[config.mk]
export PLATFORM = sky130hd
export DESIGN_NAME = i2c_txn_arbiter
export DESIGN_NICKNAME = d
export VERILOG_FILES = /design/src/rtl/i2c_txn_arbiter.sv
export SDC_FILE = /design/constraint.sdc
export NUM_CORES = 1
export LEC_CHECK = 0
export ABC_AREA = 1
export BUFFER_PORTS_ARGS = -buffer_cell sky130_fd_sc_hd__clkbuf_2
export CAP_MARGIN = 30
export CELL_PAD_IN_SITES_DETAIL_PLACEMENT = 2
export CELL_PAD_IN_SITES_GLOBAL_PLACEMENT = 2
export CORE_MARGIN = 5
export CORE_UTILIZATION = 22
export CTS_BUF_LIST = sky130_fd_sc_hd__clkbuf_4 sky130_fd_sc_hd__clkbuf_8 sky130_fd_sc_hd__clkbuf_16
export DETAILED_ROUTE_END_ITERATION = 6
export PLACE_DENSITY = 0.81
export SKIP_CTS_REPAIR_TIMING = 1
export SLEW_MARGIN = 25
export SYNTH_ARGS = -nofsm -noshare
export SYNTH_HDL_FRONTEND = slang
export SYNTH_SLANG_ARGS = --single-unit
[constraint.sdc]
create_clock -name clk -period 1.4 [get_ports clk]
set_input_delay 0.28 -clock clk [delete_from_list [all_inputs] [get_ports clk]]
set_output_delay 0.28 -clock clk [all_outputs]
set_load 0.005 [all_outputs]
[src/rtl/i2c_txn_arbiter.sv]
// i2c_txn_arbiter: shares one i2c_master between two requesters.
// Round-robin grant, latches a descriptor (addr/rd/len) and then sequences
// the master command stream plus the write/read data streams.
// Ports:
//   req_*            descriptor handshake per requester (slice i)
//   wr_t*/rd_t*      host-side byte streams, steered to the granted requester
//   cmd_*            master s_axis_cmd_* (registered)
//   m_t*/s_t*        master s_axis_data_* / m_axis_data_* (combinational)
//   master_busy,
//   missed_ack       master status inputs
//   done/err         per-requester completion pulse and missed-ACK flag
//   grant/active     current or last grant index; high outside IDLE
module i2c_txn_arbiter (
    input  logic        clk,
    input  logic        rst,
    input  logic [1:0]  req_valid,
    output logic [1:0]  req_ready,
    input  logic [13:0] req_addr,
    input  logic [1:0]  req_rd,
    input  logic [15:0] req_len,
    input  logic [15:0] wr_tdata,
    input  logic [1:0]  wr_tvalid,
    output logic [1:0]  wr_tready,
    output logic [7:0]  rd_tdata,
    output logic [1:0]  rd_tvalid,
    input  logic [1:0]  rd_tready,
    output logic [1:0]  done,
    output logic [1:0]  err,
    output logic [6:0]  cmd_address,
    output logic        cmd_start,
    output logic        cmd_read,
    output logic        cmd_write_multiple,
    output logic        cmd_stop,
    output logic        cmd_valid,
    input  logic        cmd_ready,
    output logic [7:0]  m_tdata,
    output logic        m_tvalid,
    output logic        m_tlast,
    input  logic        m_tready,
    input  logic [7:0]  s_tdata,
    input  logic        s_tvalid,
    output logic        s_tready,
    input  logic        master_busy,
    input  logic        missed_ack,
    output logic        grant,
    output logic        active
);

    typedef enum logic [2:0] {
        IDLE, GRANT, WR_CMD, WR_DATA, RD_CMD, RD_DATA, WAIT_IDLE, DONE
    } state_t;

    state_t      state_q, state_d;
    logic        g_q, g_d;
    logic        last_q, last_d;
    logic [7:0]  cnt_q, cnt_d;
    logic [7:0]  len_q, len_d;
    logic        rd_q, rd_d;
    logic        err_r_q, err_r_d;
    logic [1:0]  req_ready_q, req_ready_d;
    logic [1:0]  done_q, done_d;
    logic [1:0]  err_q, err_d;
    logic [6:0]  cmd_addr_q, cmd_addr_d;
    logic        cmd_start_q, cmd_start_d;
    logic        cmd_read_q, cmd_read_d;
    logic        cmd_wm_q, cmd_wm_d;
    logic        cmd_stop_q, cmd_stop_d;
    logic        cmd_valid_q, cmd_valid_d;
    logic        active_q, active_d;

    always_ff @(posedge clk or negedge rst) begin
        if (!rst) begin
            state_q     <= IDLE;
            g_q         <= 1'b0;
            last_q      <= 1'b1;
            cnt_q       <= '0;
            len_q       <= '0;
            rd_q        <= 1'b0;
            err_r_q     <= 1'b0;
            req_ready_q <= '0;
            done_q      <= '0;
            err_q       <= '0;
            cmd_addr_q  <= '0;
            cmd_start_q <= 1'b0;
            cmd_read_q  <= 1'b0;
            cmd_wm_q    <= 1'b0;
            cmd_stop_q  <= 1'b0;
            cmd_valid_q <= 1'b0;
            active_q    <= 1'b0;
        end else begin
            state_q     <= state_d;
            g_q         <= g_d;
            last_q      <= last_d;
            cnt_q       <= cnt_d;
            len_q       <= len_d;
            rd_q        <= rd_d;
            err_r_q     <= err_r_d;
            req_ready_q <= req_ready_d;
            done_q      <= done_d;
            err_q       <= err_d;
            cmd_addr_q  <= cmd_addr_d;
            cmd_start_q <= cmd_start_d;
            cmd_read_q  <= cmd_read_d;
            cmd_wm_q    <= cmd_wm_d;
            cmd_stop_q  <= cmd_stop_d;
            cmd_valid_q <= cmd_valid_d;
            active_q    <= active_d;
        end
    end

    always_comb begin
        state_d     = state_q;
        g_d         = g_q;
        last_d      = last_q;
        cnt_d       = cnt_q;
        len_d       = len_q;
        rd_d        = rd_q;
        err_r_d     = err_r_q;
        req_ready_d = '0;
        done_d      = '0;
        err_d       = '0;
        cmd_addr_d  = cmd_addr_q;
        cmd_start_d = cmd_start_q;
        cmd_read_d  = cmd_read_q;
        cmd_wm_d    = cmd_wm_q;
        cmd_stop_d  = cmd_stop_q;
        cmd_valid_d = cmd_valid_q;
        wr_tready   = '0;
        rd_tvalid   = '0;
        rd_tdata    = '0;
        m_tdata     = '0;
        m_tvalid    = 1'b0;
        m_tlast     = 1'b0;
        s_tready    = 1'b0;

        // Missed ACKs are sticky for the whole transfer; GRANT clears them.
        if (missed_ack && state_q != IDLE && state_q != GRANT) begin
            err_r_d = 1'b1;
        end

        unique case (state_q)
            IDLE: begin
                if (|req_valid) begin
                    if (&req_valid) begin
                        g_d = ~last_q;
                    end else begin
                        g_d = req_valid[1];
                    end
                    req_ready_d[g_d] = 1'b1;
                    state_d = GRANT;
                end
            end
            GRANT: begin
                cmd_addr_d  = g_q ? req_addr[13:7] : req_addr[6:0];
                rd_d        = req_rd[g_q];
                len_d       = g_q ? req_len[15:8] : req_len[7:0];
                cnt_d       = '0;
                err_r_d     = 1'b0;
                cmd_valid_d = 1'b1;
                cmd_start_d = 1'b1;
                cmd_read_d  = rd_d;
                cmd_wm_d    = !rd_d;
                cmd_stop_d  = rd_d ? (len_d == 8'd0) : 1'b1;
                state_d     = rd_d ? RD_CMD : WR_CMD;
            end
            WR_CMD: begin
                if (cmd_ready) begin
                    cmd_valid_d = 1'b0;
                    state_d = WR_DATA;
                end
            end
            WR_DATA: begin
                m_tdata = g_q ? wr_tdata[15:8] : wr_tdata[7:0];
                m_tvalid = wr_tvalid[g_q];
                wr_tready[g_q] = m_tready;
                m_tlast = (cnt_q == len_q);
                if (m_tvalid && m_tready) begin
                    if (m_tlast) begin
                        state_d = WAIT_IDLE;
                    end else begin
                        cnt_d = cnt_q + 8'd1;
                    end
                end
            end
            RD_CMD: begin
                if (cmd_ready) begin
                    cmd_valid_d = 1'b0;
                    state_d = RD_DATA;
                end
            end
            RD_DATA: begin
                rd_tvalid[g_q] = s_tvalid;
                rd_tdata = s_tdata;
                s_tready = rd_tready[g_q];
                if (s_tvalid && s_tready) begin
                    if (cnt_q == len_q) begin
                        state_d = WAIT_IDLE;
                    end else begin
                        // Next per-byte read command; stop on the last one.
                        cnt_d       = cnt_q + 8'd1;
                        cmd_valid_d = 1'b1;
                        cmd_start_d = (cnt_d == 8'd0);
                        cmd_stop_d  = (cnt_d == len_q);
                        state_d     = RD_CMD;
                    end
                end
            end
            WAIT_IDLE: begin
                if (!master_busy) begin
                    done_d[g_q] = 1'b1;
                    err_d[g_q]  = err_r_d;
                    state_d     = DONE;
                end
            end
            DONE: begin
                last_d  = g_q;
                state_d = IDLE;
            end
        endcase

        active_d = (state_d != IDLE);
    end

    assign req_ready          = req_ready_q;
    assign done               = done_q;
    assign err                = err_q;
    assign cmd_address        = cmd_addr_q;
    assign cmd_start          = cmd_start_q;
    assign cmd_read           = cmd_read_q;
    assign cmd_write_multiple = cmd_wm_q;
    assign cmd_stop           = cmd_stop_q;
    assign cmd_valid          = cmd_valid_q;
    assign grant              = g_q;
    assign active             = active_q;

endmodule

### Yosys cells after proc, flatten, opt, wreduce, memory -nomap -nowiden

Index checks and enable logic that the tools add are counted.

| storage, ports and cells | value |
|---|---|
| word-level logic and storage cells | 117 |
| output and inout port bits | 43 |
| flip-flop bits (word level) | 41 |

| cells by class | value |
|---|---|
| add/sub/neg operators | 1 |
| bitwise operators | 4 |
| eq/ne operators | 14 |
| order comparisons | 4 |
| reductions and logical operators | 22 |
| mux-type cells | 56 |

Operators with widths:

| operator | count |
|---|---|
| 8-bit 2-to-1 mux | 7 |
| 1-bit 2-to-1 mux | 24 |
| 3-bit 2-to-1 mux | 8 |
| 3-bit one-hot mux with 8 select lines | 1 |
| 8-bit one-hot mux with 3 select lines | 1 |
| 2-bit 2-to-1 mux | 9 |
| 8-bit equality test | 2 |
| 8-bit logical NOT | 2 |
| 3-bit equality test (second input constant) | 4 |
| 3-bit nonzero test | 4 |
| 8-bit by 1-bit adder with 8-bit output (second input constant) | 1 |
| 7-bit 2-to-1 mux | 1 |
| 2-bit bitwise AND | 3 |
| 3-bit by 2-bit equality test with 1-bit output (second input constant) | 2 |
| 1-bit logical AND | 6 |
| 2-bit inequality test (second input constant) | 3 |
| 3-bit AND reduction | 2 |
| 1-bit by 2-bit less-than comparator with 1-bit output (second input constant) | 2 |
| 1-bit one-hot mux with 2 select lines | 2 |
| 2-bit AND reduction | 2 |
| 4-bit AND reduction | 1 |
| 2-bit OR reduction | 2 |
| 3-bit by 1-bit equality test with 1-bit output (second input constant) | 1 |
| 3-bit logical NOT | 1 |
| 8 further kinds | 10 |

### Logic depth before layout (Yosys ltp)

Gate-level depths: netlist of the first run.

| depth | value |
|---|---|
| depth after elaboration | 10 |
| gate-level depth with buffers | 11 |
| gate-level depth less buffers | 11 |

### Worst setup path after synthesis of the first run

OpenSTA, ideal clock, no wires.

| timing | value |
|---|---|
| kind | reg2out |
| from | register g_q, in the netlist grant |
| to | output m_tdata[0] |
| path slack | -81 ps |
| cell stages (with the launch flop) | 8 |
| data arrival time | 1,201 ps |
| required time | 1,120 ps |
| path through | dfrtp_1 -> inv_1 -> buf_2 -> buf_1 -> nand2_1 -> nand2_1 -> nand2_1 -> inv_1 |

| between the ends | value |
|---|---|
| word-level cells in the longest chain between the ends | 2 |

RTL lines:

| item | RTL line | RTL |
|---|---|---|
| start: declaration | 54 | `logic g_q, g_d;` |
| start signal: assignment | 92 | `g_q <= g_d;` |
| 8-bit 2-to-1 mux | 173 | `m_tdata = g_q ? wr_tdata[15:8] : wr_tdata[7:0];` |
| 8-bit 2-to-1 mux | 141 | `unique case (state_q)` |
| end: declaration | 36 | `output logic [7:0] m_tdata,` |

Every way passes these cells.

### Worst setup path after layout of the first run

| timing | value |
|---|---|
| from | register cnt_q[1] |
| to | register cnt_q[5] |

| between the ends | value |
|---|---|
| word-level cells in the longest chain between the ends | 4 |
| elaborated cells between the ends (all ways) | 6 |
| classes of those cells | add/sub: 1; eq/ne: 1; mux: 4 |

RTL lines:

| item | RTL line | RTL |
|---|---|---|
| start: declaration | 56 | `logic [7:0] cnt_q, cnt_d;` |
| start signal: assignment | 94 | `cnt_q <= cnt_d;` |
| 8-bit by 1-bit adder with 8-bit output or 8-bit equality test (tied branches) | -- |  |
| 8-bit 2-to-1 mux * | 178, 196 |  |
| 8-bit 2-to-1 mux, on equally long branches | 195, 177 |  |
| 8-bit one-hot mux with 3 select lines * | 141 |  |

Mark *: on every way between the ends. The rest lies on a longest branch, timed or not. The select of a mux whose other input is x is not followed.
A chain may end at the register's enable or synchronous reset.

==> impl_metrics.ini, run 1 <==
[status]
outcome = complete, but fails checks
violations = setup timing

[sta]
rsz0062_at_grt = true
drv_slew = 0
fin_ws_ns = -0.534
finalHoldViolations = 0
tightestPinTransition_ns = 0.408
tns_ns = -15.42
finalCritPeriodShare_pct = 138
slew_headroom_pct = 72.8
fin_crit_ns = 1.93
fmax_mhz = 517
setup_violations = 50
finClkSkew_ns = 0.0113

[global_route]
antenna_found_initial = 0
grt_pass1_vias = 4095
overflow = 0
grt_pass1_wl_um = 21400
grt_max_degree = 42
grt_usage_pct = 18.7

[power_and_ir_drop]
ir_drop_mv = 0.781
netSwitchingFraction_pct = 49.9
p_switching_uw = 5200
clkPwrFrac_pct = 13.8
p_seq_share_pct = 20.5
powerDensity_nw_per_um2 = 2190
leakagePower_uw = 0.00269
share_comb_of_total_power_pct = 65.8
cell_internal_pwr_uw = 5220

[route]
first_pass_iters = 4
antenna_left = 0
first_iter_violations = 161
num_vias = 3823
post_drt_wl_per_cell_um = 24.2
wl_um = 18600
viasPerCell = 4.98
drc = 0

[critical_path]
rr_worst_depth = 10
reg2reg_slack_ns = -0.53
startpoint_type = register
cp_max_fo = 6
cp-end-kind = register
r2r_start = cnt_q[1]
arrival_ns = 2.11
r2r_end = cnt_q[5]
crit_type = register to register
crit_required_ns = 1.57

[min_path]
hold_depth = 2
hold_end = req_ready[0]
hp-start = req_valid[1]
hp-class = primary input to register

[synth]
synthesis.nets = 488
netlist.area_leader.share_pct = 37.7
avgSynthCellArea_um2 = 6.35
syn_area_um2 = 2650
ys_ff_latch = 41
synth_area_leader_cell = dfrtp_1
ys_types = 32
synth_area_leaders = dfrtp_1 (38%), nand2_1 (24%), inv_1 (8.6%)
seq_area_frac_synth_pct = 38.7
syn_inst = 418
ys_warn_count = 0

[die]
row_count = 40
initial_utilization_pct = 22.3
die_area_um2 = 14400
die_height_um = 120
pin_count = 112
design.core.area_um2 = 11900
die_w_um = 120

[finish]
syn2layout_area_growth_pct = 79.2
antenna_cells = 0
final_nets = 690
layout-drive-gt1-share_pct = 50.2
final_cells = 768
n_fill_cell = 1392

[placed_design]
place.gp.congestion = 0.845
port_buffers = 111
dp_cells = 737
dpl.hpwl_um = 9840

[clock_network]
cts_tree = yes
root_buffer = clkbuf_16
cts_max_path_buffers = 2
insertion_delay_ns = 0.31
clkTransAtPathRegs_ns = 0.07
cts.sinks = 41
cts_buffers = 5
htreeDepth = 2

[run]
drv_cap = 0
## power by group through the flow
| stage | registers (uW) | clock network [uW] | logic, uW |
|---|---|---|---|
| global placement | 1970 | 0 | 4180 |
| floorplan | 1980 | 0 | 2210 |
| global route | 2170 | 1500 | 7250 |
| finish | 2130 | 1440 | 6850 |
| detailed placement | 2010 | 0 | 4470 |
| CTS | 2020 | 1400 | 4720 |
## sequential cells by signal (all words and copies together) (netlist names)
signal	count
cnt_q	8
len_q	8
cmd_address	7
state_q	3
done	2
err	2
req_ready	2
active	1
cmd_read	1
cmd_start	1
cmd_stop	1
cmd_valid	1
cmd_write_multiple	1
err_r_q	1
grant	1
last_q	1
## per-layer routing
layer | part of all wire, % | vias to the layer above | GRT usage, % | wire length (um)
li1 | - | 1677 | - | -
met1 | 37 | 1888 | 20.5 | 6910
met2 | 51 | 183 | 36.0 | 9500
met3 | 5.8 | 75 | 3.63 | 1070
met4 | 5.9 | 0 | 6.01 | 1090
met5 | 0 | - | 0 | 0
## area by class of cell
cell class              instances  area, um^2  area share, %
multi-input cells             301        1730           36.3
repair buffers                204        1380           29.0
flip-flops and latches         41        1040           21.8
inverters                      67         262           5.50
clock inverters                 2        35.0          0.737
well taps                     147         184           3.87
clock buffers                   6         133           2.79
## kinds of logic (layout without fill, tap and decap cells)
group | count (synthesis) | count (layout) | synth area share (%)
adders and majority gates | 1 | 1 | 0.471
xor gates and xnor gates | 4 | 4 | 1.32
AOI/OAI and AO/OA | 40 | 40 | 8.72
DFF | 41 | 41 | 38.7
buffers and inverters | 77 | 279 | 11.1
and+or+nand+nor | 255 | 256 | 39.7
## cells in the final DEF, fill, tap and decap left out, types with 12 or more instances in the layout
cell	synthesis	routed
nand2_1	173	151
clkbuf_2	0	99
buf_4	0	77
inv_1	61	52
dfrtp_1	40	33
nor2_1	47	28
nor2_4	1	18
nand2_2	5	18
inv_2	5	12
buf_6	0	12
## stage by stage
step | setup slack [ns] | hold slack (ns) | power, uW | cell area (um^2) | util (%)
2_1_floorplan | 0.00789 | -0.0156 | 4190 | 2660 | -
3_3_place_gp | -0.172 | 0.276 | 6150 | 3910 | 32.8
3_5_place_dp | -0.313 | 0.282 | 6480 | 3910 | 32.8
4_1_cts | -0.793 | -0.0343 | 8130 | 4070 | 34.2
5_1_grt | -0.590 | 0.221 | 10900 | 4760 | 39.9
6_report | -0.534 | 0.228 | 10400 | 4760 | 39.9
## cell usage after synthesis
cell	count
nor3_1	6
o31ai_1	7
a21oi_2	1
dfstp_2	1
a31oi_1	1
nor2_4	1
nand3_2	2
nand2_4	2
clkbuf_1	4
a21oi_1	6
nand2_2	5
nand3_1	12
o21ai_2	1
xnor2_1	1
inv_2	5
dfrtp_1	40
buf_1	4
inv_1	61
nor2_2	1
nand2_1	173
o21ai_0	13
nor2_1	47
o211ai_1	1
ha_1	1
nor3_2	1
or3_4	1
o21ai_1	9
nand4_1	4
buf_2	2
xor2_1	3
inv_4	1
o21a_1	1
## worst max-delay path by stage
stage                     slack [ns]  startpoint  depth (start not counted)    endpoint
final                          -0.53    cnt_q[1]                         10    cnt_q[5]
after global routing           -0.59       grant                         10    cnt_q[0]
after CTS                      -0.79    cnt_q[3]                          8     m_tlast
after detailed placement       -0.31    cnt_q[3]                          8     m_tlast
after global placement         -0.17    cnt_q[2]                          8   cmd_start
after floorplan                0.008       grant                          6  m_tdata[2]
## worst max-delay path, stage by stage, from the launching register on
cell and delay [ns]:
dfrtp_2 0.47, xnor2_2 0.22, nand2_2 0.12, nor2_4 0.16
nand2_4 0.09, buf_4 0.14, buf_4 0.13, nand2_4 0.08
nand2_8 0.09, nand3_4 0.18, o21ai_1 0.11
Power figures use the tool's default switching activity.
==> run 2, diff against run 1 <==
==> constraint.sdc (replaced) <==
create_clock -name clk -period 1.4 [get_ports clk]
set_input_delay 0.14 -clock clk [delete_from_list [all_inputs] [get_ports clk]]
set_output_delay 0.14 -clock clk [all_outputs]
set_load 0.005 [all_outputs]
==> run 2 against run 1 <==
  * The run still ends with setup timing left
  * Critical endpoint is now m_tlast
  * Cell area down 1.7%
  * Sequential share of layout area increased by 0.34 points
  * Worst setup slack improved by 0.0055 ns
  * Worst hold slack worse by 0.14 ns
==> impl_metrics.ini, run 2 (synthesis gave the netlist of run 1 again) <==
[die]
initial_utilization_pct = 22.3
die_height_um = 120
design.core.area_um2 = 11900
die_w_um = 120
row_count = 40
pin_count = 112
die_area_um2 = 14400

[clock_network]
insertion_delay_ns = 0.30
cts.sinks = 41
cts_buffers = 5
htreeDepth = 2
clkTransAtPathRegs_ns = 0.07
cts_max_path_buffers = 2
cts_tree = yes
root_buffer = clkbuf_16

[global_route]
grt_pass1_wl_um = 19500
grt_usage_pct = 16.8
antenna_found_initial = 0
overflow = 0
grt_pass1_vias = 3917
grt_max_degree = 42

[critical_path]
path_cells = inv_1 -> nand2_1 -> nand2_1 -> nand2_1 -> nor2_2 -> nand2_2 -> nor2_4 -> buf_4
startpoint_type = register
crit_required_ns = 1.26
crit_buf_inv = 2
crit_path_top_delay_cell = dfrtp_1
crit_top_cell = nand2_1
cp_top_family = simple AND/OR/NAND/NOR gates
cp_max_fo = 4
cp-end-kind = primary output
arrival_ns = 1.79
critPathMaxStageDelay_ns = 0.45
crit_type = register to primary output

[placed_design]
place_ws_ns = -0.352
place.gp.congestion = 0.836
port_buffers = 111
dpl.hpwl_um = 9370

[route]
viasPerCell = 4.75
num_vias = 3585
post_drt_wl_per_cell_um = 21.6
first_pass_iters = 4
first_iter_violations = 71
wl_um = 16300
antenna_left = 0
drc = 0

[finish]
layout-drive-gt1-share_pct = 50.7
n_fill_cell = 1383
final_nets = 677
syn2layout_area_growth_pct = 76.2
layout_commonest_cell = nand2_1
final_core_util_pct = 39.3
final_cell_mix = nand2_1 (149), clkbuf_2 (93), buf_4 (62)
antenna_cells = 0

[sta]
fmax_mhz = 519
drv_slew = 0
rsz0062_at_grt = true
setup_violations = 48
finalCritPeriodShare_pct = 138
slew_headroom_pct = 71.9
finClkSkew_ns = 0.0103
tightestPinTransition_ns = 0.419
finalHoldViolations = 0
fin_crit_ns = 1.93
fin_ws_ns = -0.528

[power_and_ir_drop]
leakagePower_uw = 0.00264
power_uw = 9830
clkPwrFrac_pct = 14.4
p_seq_share_pct = 21.5
cell_internal_pwr_uw = 5040
p_switching_uw = 4790
share_comb_of_total_power_pct = 64.0
ir_drop_mv = 0.681
powerDensity_nw_per_um2 = 2100
netSwitchingFraction_pct = 48.7

[status]
violations = setup timing
outcome = complete, but fails checks

[run]
drv_cap = 0

[min_path]
hp-class = primary input to register
[run 2: cell types whose count changed in the layout (fill, tap and decap cells not counted), moves of 4 or more]
cell and change:
buf_4 -15, nor3_4 +4, clkbuf_2 -6, nor2_2 +9, nor2_1 -4, buf_2 +6, nor2_4 -5
[run 2: power by group through the flow]
| stage | registers (uW) | logic (uW) | clock network, uW |
|---|---|---|---|
| global placement | 1990 | 3990 | 0 |
| finish | 2110 | 6290 | 1420 |
| floorplan | 1980 | 2210 | 0 |
| CTS | 2040 | 4320 | 1420 |
| detailed placement | 2030 | 4220 | 0 |
| global route | 2150 | 6780 | 1480 |
[run 2: path summary, 6_finish.rpt]
kind | cells past startpoint | slack [ns] | to | startpoint
setup / recovery | 8 | -0.53 | m_tlast | len_q[6]
hold / removal | 2 | 0.09 | req_ready[0] | req_valid[1]
hold reg to reg | 2 | 0.48 | cmd_valid | cmd_valid
min in group asynchronous | 3 | 0.35 | cnt_q[0] | rst
setup reg to reg | 11 | -0.44 | cnt_q[3] | len_q[6]
max in group asynchronous | 3 | 0.77 | last_q | rst
[run 2: final cells by class]
type / instances / area, um^2 / area share, %
multi-input combinational: 301 / 1740 / 37.2
timing repair buffer: 191 / 1290 / 27.6
sequential: 41 / 1030 / 22.1
inverter: 67 / 259 / 5.54
tap: 147 / 184 / 3.93
clock buffer: 5 / 125 / 2.68
clock inverter: 3 / 46.3 / 0.990
[run 2: per-layer routing]
| metal | part of all wire [%] | global-route usage, % | vias up |
|---|---|---|---|
| li1 | - | - | 1648 |
| met1 | 39 | 19.1 | 1774 |
| met2 | 54 | 31.6 | 119 |
| met3 | 4.2 | 4.34 | 44 |
| met4 | 3.5 | 3.44 | 0 |
| met5 | 0 | 0 | - |
[run 2: through the flow]
stage               setup TNS (ns)  hold slack [ns]  std cells  cell area (um^2)
global route                -14.65           0.0761        755              4680
global placement             -1.52            0.143        722              3790
floorplan                        0           -0.156        418              2660
detailed placement           -2.98            0.146        722              3790
CTS                         -10.25           -0.177        730              3970
finish                      -11.34           0.0881        755              4680
==> run 3, diff against run 2 <==
- TNS_END_PERCENT: unset -> 50
==> run 3 against run 2 <==
  * Combinational power down 8.1%
  * Cell area down 3.3%
  * Register-to-register slack better by 0.02 ns
  * First-iteration DRC count up 42%
  * Total power down 5.4%
  * The flow still finishes with violations (setup timing)
  * Global-route usage unchanged
  * Final cell count down 0.26%
  * Critical path depth unchanged
  * Via count down 1.5%
  * Clock power about the same
  * Die area unchanged
  * Fmax up 2.1%
==> impl_metrics.ini, run 3 (synthesis gave the netlist of run 1 again) <==
[status]
outcome = complete, but fails checks
violations = setup timing

[finish]
n_fill_cell = 1392
final_cell_mix = nand2_1 (153), clkbuf_2 (98), buf_4 (63)
antenna_cells = 0
layout_commonest_cell = nand2_1
final_cell_area_um2 = 4520
syn2layout_area_growth_pct = 70.5
final_cells = 753
final_nets = 675
final_core_util_pct = 38.0
layout-drive-gt1-share_pct = 48.0

[clock_network]
insertion_delay_ns = 0.31
root_buffer = clkbuf_16
clkTransAtPathRegs_ns = 0.08
cts.sinks = 41
cts_tree = yes
htreeDepth = 2
cts_buffers = 5
cts_max_path_buffers = 2

[die]
die_height_um = 120
pin_count = 112
die_area_um2 = 14400
initial_utilization_pct = 22.3
die_w_um = 120
row_count = 40
design.core.area_um2 = 11900

[sta]
fin_ws_ns = -0.488
fmax_mhz = 530
finClkSkew_ns = 0.0131
finalHoldViolations = 0
finalCritPeriodShare_pct = 135
fin_crit_ns = 1.89
slew_headroom_pct = 74.0
rsz0062_at_grt = true
tns_ns = -10.61
drv_slew = 0
setup_violations = 60
tightestPinTransition_ns = 0.391

[route]
wl_um = 15500
first_iter_violations = 101
viasPerCell = 4.69
drc = 0
first_pass_iters = 4
antenna_left = 0
num_vias = 3533
post_drt_wl_per_cell_um = 20.6

[run]
drv_cap = 0

[critical_path]
crit_type = register to primary output
cp_max_fo = 7
crit_required_ns = 1.26
arrival_ns = 1.75
cp-end-kind = primary output
startpoint_type = register
rr_worst_depth = 11

[placed_design]
place.gp.congestion = 0.836
dpl.hpwl_um = 9370
dp_cells = 722
port_buffers = 111
place_area_um2 = 3790

[power_and_ir_drop]
ir_drop_mv = 0.579
powerDensity_nw_per_um2 = 2050
leakagePower_uw = 0.00260

[global_route]
grt_pass1_wl_um = 19500
grt_pass1_vias = 3917
overflow = 0
grt_max_degree = 42
grt_usage_pct = 16.8
antenna_found_initial = 0

[min_path]
hold_depth = 2
hp-class = primary input to register
[run 3: worst max-delay path: stages, from the launching register on]
cell     delay [ns]
dfrtp_2        0.49
inv_1          0.12
nand2_1        0.07
nand2_1        0.08
nand2_1        0.08
nor2_2         0.14
nand2_2        0.14
nor2_4         0.16
buf_4          0.15
[run 3: cell type report]
cell class,instances,area (um^2),share of cell area [%]
Multi-Input combinational cell,301,1640,36.3
Timing Repair Buffer,189,1230,27.3
Sequential cell,41,1030,22.9
Inverter,67,259,5.72
Tap cell,147,184,4.07
Clock buffer,5,125,2.77
Clock inverter,3,46.3,1.02
[run 3: power by group]
| part | total, uW | internal (uW) | switching [uW] |
|---|---|---|---|
| Combinational | 5780 | 2320 | 3460 |
| Sequential | 2100 | 1660 | 445 |
| Clock | 1410 | 846 | 566 |
| Total | 9290 | 4830 | 4470 |
[run 3: per-stage QoR]
step / total power, uW / hold slack [ns] / setup WS (ns)
2_1_floorplan: 4180 / -0.156 / 0.00958
3_3_place_gp: 5980 / 0.143 / -0.282
3_5_place_dp: 6250 / 0.146 / -0.352
4_1_cts: 7770 / -0.177 / -0.572
5_1_grt: 9940 / 0.0627 / -0.574
6_report: 9290 / 0.0591 / -0.488
[run 3: layer usage]
layer	GRT usage [%]	part of all wire, %	vias up
met5	0	0	-
met4	3.44	3.3	0
met3	4.34	4.5	30
met2	31.6	53	104
met1	19.1	39	1758
li1	-	-	1641
[run 3: worst paths after layout]
| kind | slack, ns | from | endpoint |
|---|---|---|---|
| worst max-delay path | -0.49 | cnt_q[2] | m_tlast |
| worst min-delay path | 0.06 | req_valid[1] | req_ready[0] |
| worst max register to register | -0.42 | cnt_q[3] | cmd_stop |
| worst min register to register | 0.48 | cmd_valid | cmd_valid |
| max in group asynchronous | 0.78 | rst | last_q |
| min in group asynchronous | 0.35 | rst | cnt_q[4] |
